`src/rtl/ifmap_fifo_feeder.sv`:
```
// Input-feature-map feeder: reads words from the GLB and pushes optional zero
// padding plus 4-byte bursts into the downstream byte FIFO.
//
//   state  | meaning
//   IDLE   | waiting for start_i
//   PAD_F  | pushing front zero bytes
//   FETCH  | GLB read request held until granted
//   WAIT_R | one read outstanding, waiting for rvalid
//   PUSH   | burst push of hold_q, only into an empty FIFO
//   PAD_B  | pushing back zero bytes
//   DONE   | one-cycle completion pulse
module ifmap_fifo_feeder #(
  parameter int ADDR_W = 32,
  parameter int CNT_W  = 16
) (
  input  logic              clk,
  input  logic              rst_n,
  input  logic              start_i,
  input  logic [ADDR_W-1:0] base_addr_i,
  input  logic [CNT_W-1:0]  word_cnt_i,
  input  logic [1:0]        pad_front_i,
  input  logic [1:0]        pad_back_i,
  input  logic              flush_i,
  output logic              busy_o,
  output logic              done_o,
  output logic              glb_req_o,
  output logic [ADDR_W-1:0] glb_addr_o,
  input  logic              glb_gnt_i,
  input  logic              glb_rvalid_i,
  input  logic [31:0]       glb_rdata_i,
  output logic              fifo_push_en_o,
  output logic              fifo_push_mod_o,
  output logic [31:0]       fifo_push_data_o,
  input  logic              fifo_full_i,
  input  logic              fifo_empty_i,
  output logic              fifo_reset_o
);

  typedef enum logic [2:0] {IDLE, PAD_F, FETCH, WAIT_R, PUSH, PAD_B, DONE} state_t;

  state_t            state;
  logic [ADDR_W-1:0] addr_q;
  logic [CNT_W-1:0]  rem_q;
  logic [1:0]        pf_q;
  logic [1:0]        pb_q;
  logic [31:0]       hold_q;
  logic              drop_q;

  always_ff @(posedge clk or negedge rst_n) begin
    if (!rst_n) begin
      state  <= IDLE;
      addr_q <= '0;
      rem_q  <= '0;
      pf_q   <= '0;
      pb_q   <= '0;
      hold_q <= '0;
      drop_q <= 1'b0;
    end else if (flush_i) begin
      state <= IDLE;
      // our own read is still in flight unless it returns in this very cycle
      if (state == WAIT_R && !glb_rvalid_i) drop_q <= 1'b1;
      else if (glb_rvalid_i)                drop_q <= 1'b0;
    end else begin
      if (glb_rvalid_i && drop_q) drop_q <= 1'b0;
      case (state)
        IDLE: if (start_i) begin
          addr_q <= base_addr_i;
          rem_q  <= word_cnt_i;
          pf_q   <= pad_front_i;
          pb_q   <= pad_back_i;
          if (pad_front_i != 2'd0)     state <= PAD_F;
          else if (word_cnt_i != '0)   state <= FETCH;
          else if (pad_back_i != 2'd0) state <= PAD_B;
          else                         state <= DONE;
        end
        PAD_F: if (!fifo_full_i) begin
          pf_q <= pf_q - 2'd1;
          if (pf_q == 2'd1) begin
            if (rem_q != '0)       state <= FETCH;
            else if (pb_q != 2'd0) state <= PAD_B;
            else                   state <= DONE;
          end
        end
        FETCH: if (glb_gnt_i && !drop_q) begin
          addr_q <= addr_q + ADDR_W'(4);
          state  <= WAIT_R;
        end
        WAIT_R: if (glb_rvalid_i && !drop_q) begin
          hold_q <= glb_rdata_i;
          state  <= PUSH;
        end
        PUSH: if (fifo_empty_i) begin
          rem_q <= rem_q - CNT_W'(1);
          if (rem_q > CNT_W'(1)) state <= FETCH;
          else if (pb_q != 2'd0) state <= PAD_B;
          else                   state <= DONE;
        end
        PAD_B: if (!fifo_full_i) begin
          pb_q <= pb_q - 2'd1;
          if (pb_q == 2'd1) state <= DONE;
        end
        DONE:    state <= IDLE;
        default: state <= IDLE;
      endcase
    end
  end

  // Push and request strobes must react to the FIFO flags and flush in the same cycle.
  assign busy_o           = (state != IDLE);
  assign done_o           = (state == DONE) && !flush_i;
  // a stale read still in flight blocks new requests, keeping one outstanding at most
  assign glb_req_o        = (state == FETCH) && !drop_q && !flush_i;
  assign glb_addr_o       = addr_q;
  assign fifo_push_mod_o  = (state == PUSH);
  assign fifo_push_data_o = (state == PUSH) ? hold_q : 32'd0;
  assign fifo_push_en_o   = !flush_i &&
                            ((((state == PAD_F) || (state == PAD_B)) && !fifo_full_i) ||
                             ((state == PUSH) && fifo_empty_i));
  assign fifo_reset_o     = flush_i && rst_n;

endmodule

```
`config.mk`:
```
export PLATFORM = sky130hd
export DESIGN_NAME = ifmap_fifo_feeder
export DESIGN_NICKNAME = d
export VERILOG_FILES = /design/src/rtl/ifmap_fifo_feeder.sv
export SDC_FILE = /design/constraint.sdc
export NUM_CORES = 1
export LEC_CHECK = 0
export CAP_MARGIN = 10
export CORE_MARGIN = 2
export CORE_UTILIZATION = 43
export DETAILED_ROUTE_END_ITERATION = 10
export GPL_ROUTABILITY_DRIVEN = 0
export HOLD_SLACK_MARGIN = 0.08
export PLACE_DENSITY_LB_ADDON = 0.05
export SYNTH_ARGS = -nofsm -noshare
export SYNTH_HDL_FRONTEND = slang
export SYNTH_SLANG_ARGS = --single-unit
export TNS_END_PERCENT = 50
```
`constraint.sdc`:
```
create_clock -name clk -period 1.74 [get_ports clk]
set_input_delay 0.261 -clock clk [delete_from_list [all_inputs] [get_ports clk]]
set_output_delay 0.261 -clock clk [all_outputs]
set_load 0.01 [all_outputs]
```
Yosys cells after proc, flatten, opt, wreduce, memory -nomap -nowiden
Cells that the tools add are included.
{ "classes": {"bitwise": 1, "n_eq_ne": 22, "muxes": 33, "n_addsub": 4, "order_cmp": 1, "reduce_logical": 36} }
{ "ops": {"columns": ["op", "n"], "rows": [
  ["2-to-1 mux 32 bit", 3],
  ["case mux 32 bit (2 select lines)", 1],
  ["2-to-1 mux 3 bit", 13],
  ["adder 32 x 3 -> 32 bit, second input constant", 1],
  ["2-to-1 mux 16 bit", 2],
  ["case mux 16 bit (2 select lines)", 1],
  ["nonzero test 16 bit", 2],
  ["!= test 3 bit, second input constant", 6],
  ["case mux 3 bit (6 select lines)", 1],
  ["greater-than comparator 16 x 1 -> 1 bit, second input constant", 1],
  ["AND reduction 4 bit", 4],
  ["nonzero test 2 bit", 8],
  ["subtractor 16 x 1 -> 16 bit, second input constant", 1],
  ["2-to-1 mux 2 bit", 6],
  ["logical AND 1 bit", 11],
  ["== test 3 bit, second input constant", 3],
  ["!= test 2 bit, second input constant", 4],
  ["case mux 2 bit (2 select lines)", 2],
  ["AND reduction 8 bit", 1],
  ["== test 3 x 2 -> 1 bit, second input constant", 2],
  ["!= test 3 x 2 -> 1 bit, second input constant", 2],
  ["== test 2 x 1 -> 1 bit, second input constant", 2],
  ["zero test 1 bit", 4],
  ["2-to-1 mux 1 bit", 4],
  ["other kinds (10)", 12]
]} }
{ "word_totals": {"input_bits": 92, "word_cells": 104, "regBits": 88, "output_inout_bits": 70} }

Logic depth before layout (Yosys ltp)
Gate-level depths: netlist (run 1).
{ "logic_depth": {"word_depth": 7, "depth_mapped": 8, "depth_no_buf": 7} }

Worst setup path before layout (run 1)
No wires, ideal clock.
{ "synth_path": {"kind": "register to register", "start": "register addr_q[2], in the netlist glb_addr_o[2]", "end": "register addr_q[24], in the netlist glb_addr_o[24]", "path_buffers": 1, "setup_time_ns": 0.079, "setup_slack_ns": -0.098, "stages_incl_launch_ff": 8, "required_time_ns": 1.661, "synth_period_minus_slack_ns": 1.838, "arrival_ns": 1.758, "cell_sequence": "dfrtp_1 ha_1 nand3_1 nor2_1 clkbuf_1 nand3_1 a21oi_1 a2bb2oi_1"} }
{ "synth_via": {"elab_chain_cells": 3} }
{ "synth_rtl": {"columns": ["element", "line_no", "source"], "rows": [
  ["start: declaration", "42", "logic [ADDR_W-1:0] addr_q;"],
  ["start signal: assignment", "67", "addr_q <= base_addr_i;"],
  ["start signal: assignment", "85", "addr_q <= addr_q + ADDR_W'(4);"],
  ["adder 32 x 3 -> 32 bit", "85", null],
  ["2-to-1 mux 32 bit", "84", "FETCH: if (glb_gnt_i && !drop_q) begin"],
  ["case mux 32 bit (2 select lines)", "65", "case (state)"]
]} }
No other way between the ends. The select of a mux whose other input is x is not followed.
A chain may end at the register's enable or synchronous reset.

Worst setup path after layout (run 1)
{ "layout_path": {"start": "register state[1]", "end": "output fifo_push_data_o[4]"} }
{ "layout_via": {"elab_chain_cells": 2} }
{ "layout_rtl": {"columns": ["element", "line_no", "source"], "rows": [
  ["start: declaration", "41", "state_t state;"],
  ["start signal: assignment", "51", "state <= IDLE;"],
  ["start signal: assignment", "59", "state <= IDLE;"],
  ["start signal: assignment", "71", "if (pad_front_i != 2'd0) state <= PAD_F;"],
  ["== test 3 bit", "115", "assign fifo_push_data_o = (state == PUSH) ? hold_q : 32'd0;"],
  ["2-to-1 mux 32 bit", "115", null],
  ["end: declaration", "33", "output logic [31:0] fifo_push_data_o,"]
]} }
No other way between the ends.

==> results of run 1 <==
-- kinds of logic after synthesis --
logic type	after synthesis	share of synthesized area, %
buffers and inverters	59	5.12
AOI/OAI and AO/OA	162	20.0
DFF	88	41.9
adders and majority gates	7	1.67
and+or+nand+nor	219	22.9
muxes	40	8.47
-- stage by stage --
step / instance area [um2] / instances / util, % / setup WS [ps]
after floorplan: 5290 / 575 / - / -46.6
after global placement: 7880 / 966 / 65.9 / -351
after detailed placement: 7880 / 966 / 65.9 / -376
after CTS: 8480 / 1002 / 70.9 / -84.2
after global routing: 8810 / 1009 / 73.6 / -182
final: 8810 / 1009 / 73.6 / -121
-- worst min-delay path, delay by kind of cell --
family	cells	cell delay, ps
buf+inv	1	400
simple gates	1	60
compound gates	1	70
-- sequential cells by signal, summed over array words and instances, names as in the netlist --
signal,flops
rem_q,16
drop_q,1
glb_addr_o,32
hold_q,32
pf_q,2
pb_q,2
state,3
-- cell type report --
cell class / instances / area [um2] / share of cell area [%]
Clock inverter: 3 / 17.5 / 0.199
Inverter: 14 / 52.6 / 0.597
Tap cell: 147 / 184 / 2.09
Multi-Input combinational cell: 428 / 3150 / 35.8
Clock buffer: 13 / 260 / 2.95
Sequential cell: 88 / 2210 / 25.1
Timing Repair Buffer: 316 / 2930 / 33.3
-- cells in the mapped netlist, types with 3 or more instances --
library cell and n:
a21oi_1 51, a22oi_1 3, a2bb2oi_1 17, a31oi_1 4, a41o_1 3, and2_1 4, and3_1 36, and4_1 3
buf_2 14, buf_6 3, clkbuf_1 25, dfrtp_1 88, ha_1 7, inv_1 14, mux2_2 36, mux2i_1 4
nand2_1 46, nand2b_1 5, nand3_1 22, nand4_1 15, nor2_1 38, nor3_1 14, nor4_1 9, o211ai_1 3
o21a_1 3, o21ai_0 36, o22a_1 3, o22ai_1 18, or2_2 4, or3_1 3
-- report_power, final --
| group | switching, mW | internal (mW) |
|---|---|---|
| logic | 3.41 | 4.13 |
| clock network | 0.825 | 1.04 |
| registers | 0.727 | 2.98 |
| total | 4.97 | 8.16 |
-- timing repair --
action	4_1_cts	5_1_grt
pin swaps	18	16
buffers inserted	13	5
hold buffers	1	0
gates resized for setup	207	65
setup endpoints to repair	109	120
cloned	6	2
hold endpoints to repair	88	0
-- metal layers --
| layer | up-vias | global-route usage [%] |
|---|---|---|
| met4 | 0 | 7.15 |
| met2 | 231 | 43.9 |
| li1 | 2705 | - |
| met3 | 20 | 5.66 |
| met1 | 2835 | 36.8 |
| met5 | - | 0 |
-- path summary, 6_finish.rpt --
| kind | startpoint | end | slack (ps) | cells after the start |
|---|---|---|---|---|
| setup / recovery | state[1] | fifo_push_data_o[4] | -120 | 6 |
| hold / removal | base_addr_i[3] | glb_addr_o[3] | 490 | 3 |
| setup reg to reg | rem_q[1] | rem_q[12] | -90 | 9 |
| hold reg to reg | hold_q[29] | hold_q[29] | 500 | 1 |
| max in group asynchronous | rst_n | glb_addr_o[9] | 750 | 3 |
| min in group asynchronous | rst_n | rem_q[3] | 550 | 3 |
==> results_dict.tcl, run 1 <==
set metrics [dict create \
    outcome "finished, violations left" \
    failed_checks "setup timing" \
    clkTransAtPathRegs_ps 70 \
    dieArea_um2 13100 \
    die_y_um 115 \
    critPathLaunchType "flop" \
    ctsLongestPathBuffers 2 \
    postRouteAntennaNets 0 \
    finalWirelength_um 18400 \
    syn-mean-instance-area_um2 9.15 \
    antenna_cells 0 \
    slew_viol_final 0 \
    drt_iter0_drc 416 \
    endpoint_kind "output pin" \
    grt.overflow.total 0 \
    crit_chain "nor2_4, buf_6, buf_12, buf_6, and3_4, buf_6" \
    via_per_inst 5.74 \
    synth_seq_area_share_pct 41.9 \
    timing.final.ws_setup_ps -121 \
    synth_flop_cell "dfrtp_1" \
    wl_per_cell_um 18.2 \
    wl_met1_um 7820 \
    synth_largest_area_cell "dfrtp_1" \
    ys_types 62 \
    ys_ff_latch 88 \
    max_stage_delay_ps 460 \
    hold_ws_ps 489 \
    layout_min_cycle_time_ps 1860 \
    first_global_vias 5660 \
    rows 40 \
    finalSetupViolCount 57 \
    routed-wl-met2_um 9030 \
    synthesis.nets 674 \
    cap_violations 0 \
    cts_made_buffers 9 \
    dr.pass1.iters 5 \
    worst-path-buf-inv 4 \
    grt_max_degree 89 \
    power_mw 13.1 \
    synth_top_area_share_pct 41.9 \
    min_path_type "in2reg" \
    ys.warnings.count 0 \
    drcViolationCount 0 \
    fin_worst_skew_ps 6.23 \
    io_pins 162 \
    via_count 5791 \
    slew_headroom_pct 66.0 \
    grt.total_usage_pct 27.0 \
    crit_path_frequent_cell "buf_6" \
    synthesis.area_um2 5260 \
    peakVddDrop_mv 0.746 \
    hold_viol 0 \
    cp_max_fo 8 \
    cts_tree "built" \
    fin_tns_setup_ps -1890 \
    clock_sinks 88 \
    path_delay_family "buffers and inverters" \
    ys_async_sr_fraction_pct 100 \
    initial_core_util_pct 44.0 \
    arrival_ps 1600 \
    rsz0062_at_grt "yes" \
    antenna_found_initial 0 \
    synthTopCellsByArea "dfrtp_1 42%, mux2_2 7.7%, a21oi_1 4.9%" \
    crit_path_top_delay_cell "dfrtp_2" \
    mostFrequentLayoutCells "122 x clkdlybuf4s50_1, 118 x buf_4, 81 x dfrtp_1" \
    post-route-period-util_pct 107 \
    clock_latency_ps 340 \
    die_w_um 115 \
    worstSetupPathType "reg2out" \
    grt_first_pass_wirelength_um 28300 \
    dp.final_hpwl_um 11900 \
    area_growth_pct 67.5 \
    max_clock_freq_mhz 537 \
    drive_gt1_share_pct 37.5 \
    htreeDepth 3 \
    root_buffer "clkbuf_16" \
    wl_met3_um 1340 \
    coreArea_um2 12000 \
    tightestPinTransition_ps 510 \
    p_leak_nw 4.00 \
    nets 956 \
    synth_edf_count 0 \
    postSynthCellCount 575 \
    io_buffer_count 161 \
    cellPowerDensity_nw_per_um2 1490 \
    layout_commonest_cell "clkdlybuf4s50_1" \
    fillers 910 \
    routed.top_layer "met4" \
    cp.required_ps 1480 \
]
Power figures use the tool's default switching activity.
==> run 2: changes to the inputs <==
--- a/config.mk
+++ b/config.mk
@@ -8,6 +8,7 @@
 export CAP_MARGIN = 10
 export CORE_MARGIN = 2
 export CORE_UTILIZATION = 43
+export CTS_CLUSTER_DIAMETER = 40
 export DETAILED_ROUTE_END_ITERATION = 10
 export GPL_ROUTABILITY_DRIVEN = 0
 export HOLD_SLACK_MARGIN = 0.08
==> results of run 2 <==
The final DEF is identical to that of run 1; final timing and power are the same.
